--- src/rtl/aes_pkg.sv ---
// Shared AES constants, key-schedule state encoding and the GF(2^8) doubling helper.
package aes_pkg;

   localparam int AES_NR = 10;
   localparam int AES_KW = 128;

   localparam logic [1:0] KE_IDLE   = 2'd0;
   localparam logic [1:0] KE_EXPAND = 2'd1;
   localparam logic [1:0] KE_READY  = 2'd2;

   typedef enum logic [1:0] {
      S_IDLE   = KE_IDLE,
      S_EXPAND = KE_EXPAND,
      S_READY  = KE_READY
   } ke_state_t;

   localparam logic [7:0] RCON_INIT  = 8'h01;
   localparam logic [7:0] XTIME_POLY = 8'h1b;

   function automatic logic [7:0] xtime(input logic [7:0] b);
      xtime = {b[6:0], 1'b0} ^ (b[7] ? XTIME_POLY : 8'h00);
   endfunction

endpackage

--- src/rtl/aes_sbox.sv ---
// Forward AES S-box: purely combinational byte substitution from a constant table.
module aes_sbox (
   input  logic [7:0] din,
   output logic [7:0] dout
);

   localparam logic [0:255][7:0] SBOX = {
      128'h637c777bf26b6fc53001672bfed7ab76,
      128'hca82c97dfa5947f0add4a2af9ca472c0,
      128'hb7fd9326363ff7cc34a5e5f171d83115,
      128'h04c723c31896059a071280e2eb27b275,
      128'h09832c1a1b6e5aa0523bd6b329e32f84,
      128'h53d100ed20fcb15b6acbbe394a4c58cf,
      128'hd0efaafb434d338545f9027f503c9fa8,
      128'h51a3408f929d38f5bcb6da2110fff3d2,
      128'hcd0c13ec5f974417c4a77e3d645d1973,
      128'h60814fdc222a908846eeb814de5e0bdb,
      128'he0323a0a4906245cc2d3ac629195e479,
      128'he7c8376d8dd54ea96c56f4ea657aae08,
      128'hba78252e1ca6b4c6e8dd741f4bbd8b8a,
      128'h703eb5664803f60e613557b986c11d9e,
      128'he1f8981169d98e949b1e87e9ce5528df,
      128'h8ca1890dbfe6426841992d0fb054bb16
   };

   assign dout = SBOX[din];

endmodule

--- src/rtl/aes_key_expand.sv ---
// Iterative AES-128 key schedule: one round key per cycle into an 11-entry bank,
// then serves the entry chosen by round_index to the round datapath.
module aes_key_expand
   import aes_pkg::*;
#(
   parameter int NR = AES_NR,
   parameter int KW = AES_KW
) (
   input  logic          clk,
   input  logic          rst_n,
   input  logic          key_load,
   input  logic [KW-1:0] key_in,
   input  logic [3:0]    round_index,
   output logic [KW-1:0] round_key,
   output logic          key_ready,
   output logic          busy
);

   localparam logic [3:0] LAST = 4'(NR);

   ke_state_t     state;
   logic [3:0]    i;
   logic [7:0]    rcon;
   logic [KW-1:0] rk [0:NR];

   logic [KW-1:0] prev_key;
   logic [KW-1:0] next_key;
   logic [31:0]   w0, w1, w2, w3, w4, w5, w6, w7;
   logic [31:0]   rot_w3, sub_w3, temp;

   always_comb begin
      prev_key = '0;
      if (i != 4'd0 && i <= LAST) prev_key = rk[i - 4'd1];
   end

   assign {w0, w1, w2, w3} = prev_key;
   assign rot_w3 = {w3[23:0], w3[31:24]};

   for (genvar b = 0; b < 4; b++) begin : g_sbox
      aes_sbox u_sbox (
         .din  (rot_w3[8*b +: 8]),
         .dout (sub_w3[8*b +: 8])
      );
   end

   assign temp     = sub_w3 ^ {rcon, 24'h0};
   assign w4       = w0 ^ temp;
   assign w5       = w1 ^ w4;
   assign w6       = w2 ^ w5;
   assign w7       = w3 ^ w6;
   assign next_key = {w4, w5, w6, w7};

   // Out-of-range selects read as zero rather than aliasing a bank entry.
   always_comb begin
      round_key = '0;
      if (round_index <= LAST) round_key = rk[round_index];
   end

   always_ff @(posedge clk or negedge rst_n) begin
      if (!rst_n) begin
         state     <= S_IDLE;
         i         <= 4'd0;
         rcon      <= RCON_INIT;
         key_ready <= 1'b0;
         busy      <= 1'b0;
         for (int k = 0; k <= NR; k++) rk[k] <= '0;
      end else begin
         case (state)
            S_IDLE, S_READY: begin
               if (key_load) begin
                  rk[0]     <= key_in;
                  i         <= 4'd1;
                  rcon      <= RCON_INIT;
                  state     <= S_EXPAND;
                  busy      <= 1'b1;
                  key_ready <= 1'b0;
               end else begin
                  busy      <= 1'b0;
                  key_ready <= (state == S_READY);
               end
            end
            S_EXPAND: begin
               key_ready <= 1'b0;
               if (key_load) begin
                  rk[0] <= key_in;
                  i     <= 4'd1;
                  rcon  <= RCON_INIT;
                  busy  <= 1'b1;
               end else begin
                  rk[i] <= next_key;
                  rcon  <= xtime(rcon);
                  if (i == LAST) begin
                     state <= S_READY;
                     busy  <= 1'b0;
                  end else begin
                     i <= i + 4'd1;
                  end
               end
            end
            default: begin
               state     <= S_IDLE;
               busy      <= 1'b0;
               key_ready <= 1'b0;
            end
         endcase
      end
   end

endmodule

--- config.mk ---
export PLATFORM = sky130hd
export DESIGN_NAME = aes_key_expand
export DESIGN_NICKNAME = d
export VERILOG_FILES = /design/src/rtl/aes_pkg.sv /design/src/rtl/aes_sbox.sv /design/src/rtl/aes_key_expand.sv
export SDC_FILE = /design/constraint.sdc
export NUM_CORES = 2
export LEC_CHECK = 0
export ABC_AREA = 1
export BUFFER_PORTS_ARGS = -buffer_cell sky130_fd_sc_hd__buf_4
export CAP_MARGIN = 20
export CORE_MARGIN = 4
export CORE_UTILIZATION = 30
export DETAILED_ROUTE_END_ITERATION = 10
export PLACE_DENSITY_LB_ADDON = 0.08
export SLEW_MARGIN = 0
export SYNTH_ARGS = -nofsm -noshare
export SYNTH_HDL_FRONTEND = slang
export SYNTH_SLANG_ARGS = --single-unit
--- constraint.sdc ---
create_clock -name clk -period 16.9 [get_ports clk]
set_input_delay 3.38 -clock clk [delete_from_list [all_inputs] [get_ports clk]]
set_output_delay 3.38 -clock clk [all_outputs]
set_load 0.1 [all_outputs]
==> results.cfg <==
[logic_synthesis]
synthAdderAreaFrac_pct = 0.513
synth_top_family_by_area = simple AND/OR/NAND/NOR gates
yosys-top-cells-area = dfrtp_1 38%, nand2_1 13%, nand3_1 12%
synth_common_cells = 3,248 x nand2_1, 2,143 x nand3_1, 1,959 x o21ai_0
synth-seq-cells = 1424
ys.flop_type = dfrtp_1
synth-edff-count = 0
synth_compound_area_share_pct = 22.4
synthArstFlopShare_pct = 100
synth_most_common_cell = nand2_1
synth_mux_area_share_pct = 0
synthXorXnorAreaFrac_pct = 0.104
yosys.area_share.simple_pct = 29.2
synth_area_um2 = 92600
syn_nets = 13500
syn_inst = 13400
avgSynthCellArea_um2 = 6.93
ys_warn_count = 0
yosysSeqAreaShare_pct = 38.5
synth_cell_types = 46
synth_top_area_share_pct = 38.4
netlist.top_cell.by_area = dfrtp_1

[setup_path]
path_max_fanout = 66
critPathRequiredTime_ns = 13.52
cp_top_family = buffers and inverters
critPathSlowestCell = buf_4
worstSetupPathType = input pin to output pin
crit_start = round_index[1]
cp.buffers_inverters = 6
worstReg2RegStart = i[0]
worstPathArrival_ns = 8.72
critPathMaxStageDelay_ns = 0.88
endpoint_kind = output pin
critPathLaunchType = input pin
path_cells = buf_8 -> clkinv_2 -> nor2_4 -> buf_4 -> buf_4 -> buf_4 -> a221oi_1 -> o21ai_0 -> a32o_1 -> buf_4
cp_common_cell = buf_4

[timing]
fin_setup_tns_ns = 0
setup_violations = 0
hold_violations = 0
whs_ns = 0.482
worst_slack_ns = 4.80
drv_slew = 0
finalCritPeriodShare_pct = 71.6
fin_skew_ns = 0.111
period_needed_ns = 12.10
tightest_slew_ns = 1.25
max_freq_ghz = 0.0826
rsz0062_at_grt = no
slew_headroom_pct = 16.5

[power]
p_leak_nw = 47.9
power_density_nw_per_um2 = 262
p_comb_share_pct = 62.8
irDropWorstVdd_v = 0.000158
intPower_mw = 10.8
p_clk_share_pct = 15.2
p_sw_mw = 16.2
swShare_pct = 60.0
p_seq_share_pct = 22.0

[clock_network]
clock-sinks = 1424
hold_buffers = 0
path_clk_slew_ns = 0.06
cts_root_buf = clkbuf_16
clk_latency_ns = 0.95
cts_tree = built
cts_buffer_depth = 4
cts_buffers = 187
htree_levels = 4
cts-resized-gates = 0
post_cts_buffers = 0

[final_layout]
drive_gt1_share_pct = 8.30
design_area_um2 = 103000
nets = 13200
multi_input_area_um2 = 48600
fillCellCount = 32900
seqCellArea_um2 = 35600
layout.cells.non_filler = 17200
syn_to_final_growth_pct = 11.7

[route]
drtPass1Iterations = 9
viasPerCell = 5.97
drcViolationCount = 0
wl_per_cell_um = 33.1
vias = 103000
drt_iter0_drc = 13800
ant_nets = 0
totalWireLength_mm = 570

[floorplan]
io-pin-count = 265
start_util_pct = 30.2
num_rows = 203
die_h_um = 564
chipWidth_um = 564
die_area_um2 = 318000
core_area_um2 = 307000

[grt]
grt_pass1_wl_mm = 788
first_global_vias = 96600
grt_max_degree = 171
grt_antenna_before_repair = 44
track_usage_pct = 34.5
overflow = 0

[status]
outcome = finished clean

[min_path]
min_from = rk[368]
hold_path_class = flop to flop

[placed_design]
post_dp_cell_area_um2 = 97200
place_congestion = 1.01
dp_hpwl_mm = 377
port_buffers = 264
place_inst = 16900
place_ws_ns = 5.00

[run]
drv_cap = 0
## cell type report
cell class | count | area share, %
Sequential cell | 1424 | 34.4
Clock inverter | 37 | 0.409
Clock buffer | 297 | 5.53
Inverter | 913 | 3.42
Tap cell | 4100 | 4.96
Multi-Input combinational cell | 9913 | 47.0
Timing Repair Buffer | 542 | 4.20
Antenna cell | 20 | 0.0484
## cell usage in the layout, fill, tap and decap left out, types with 39 or more instances in the layout
| master | instances |
|---|---|
| nand2_1 | 3245 |
| nand3_1 | 2133 |
| o21ai_0 | 1959 |
| dfrtp_1 | 1422 |
| a21oi_1 | 943 |
| inv_1 | 875 |
| nor2_1 | 526 |
| buf_4 | 519 |
| clkbuf_16 | 188 |
| a22oi_1 | 161 |
| o211ai_1 | 135 |
| a32o_1 | 128 |
| nand3_2 | 104 |
| a31oi_1 | 96 |
| a221oi_1 | 91 |
| o2111ai_1 | 77 |
| clkbuf_8 | 62 |
| nand2_2 | 52 |
| nand4_1 | 48 |
| clkbuf_1 | 48 |
| a211oi_1 | 39 |
## per-layer routing
layer	wire [um]	vias to the layer above	track usage, %
li1	-	44900	-
met1	240000	51100	46.9
met2	246000	5823	52.2
met3	51300	1102	6.75
met4	32400	22	17.2
met5	164	-	0
## final timing paths
kind	end	slack, ns	cells after the start
min in group asynchronous	rk[1043]	2.55	1
min	rk[368]	0.48	2
max	round_key[24]	4.80	10
max reg2reg	rk[907]	6.72	29
min reg2reg	rk[368]	0.48	2
max in group asynchronous	rk[934]	11.30	4
## cells by family after synthesis
kind of cell,Yosys count
AND/OR/NAND/NOR,6180
AO/OA/AOI/OAI,3684
buffers and inverters,2037
flip-flops,1424
adder cells (fa/ha/maj),38
XOR/XNOR,11
## power groups by stage
stage | clock, mW | sequential (mW) | combinational (mW)
3_5_place_dp | 0 | 5.96 | 16.5
5_1_grt | 4.31 | 6.13 | 17.8
6_report | 4.11 | 5.97 | 17.0
3_3_place_gp | 0 | 5.96 | 16.5
2_1_floorplan | 0 | 5.65 | 9.36
4_1_cts | 4.18 | 5.92 | 16.6
## worst reg2reg max path, delay by kind of cell (launching register included)
kind                     cells  cell delay, ns
buffers and inverters        5            1.55
flip-flops                   1            0.68
AND/OR/NAND/NOR             22            7.04
adder cells (fa/ha/maj)      2            0.82
## flip-flops by register name, indices dropped and copies added, names as in the netlist
name	count
rk	1408
busy	1
i	4
state	2
key_ready	1
rcon	8
## metrics by stage
step	total power, mW	util, %
floorplan	15.0	-
global placement	22.5	31.7
detailed placement	22.5	31.7
CTS	26.7	33.7
global route	28.3	33.7
finish	27.1	33.7
Note: power is estimated with default switching activity, not from simulation.
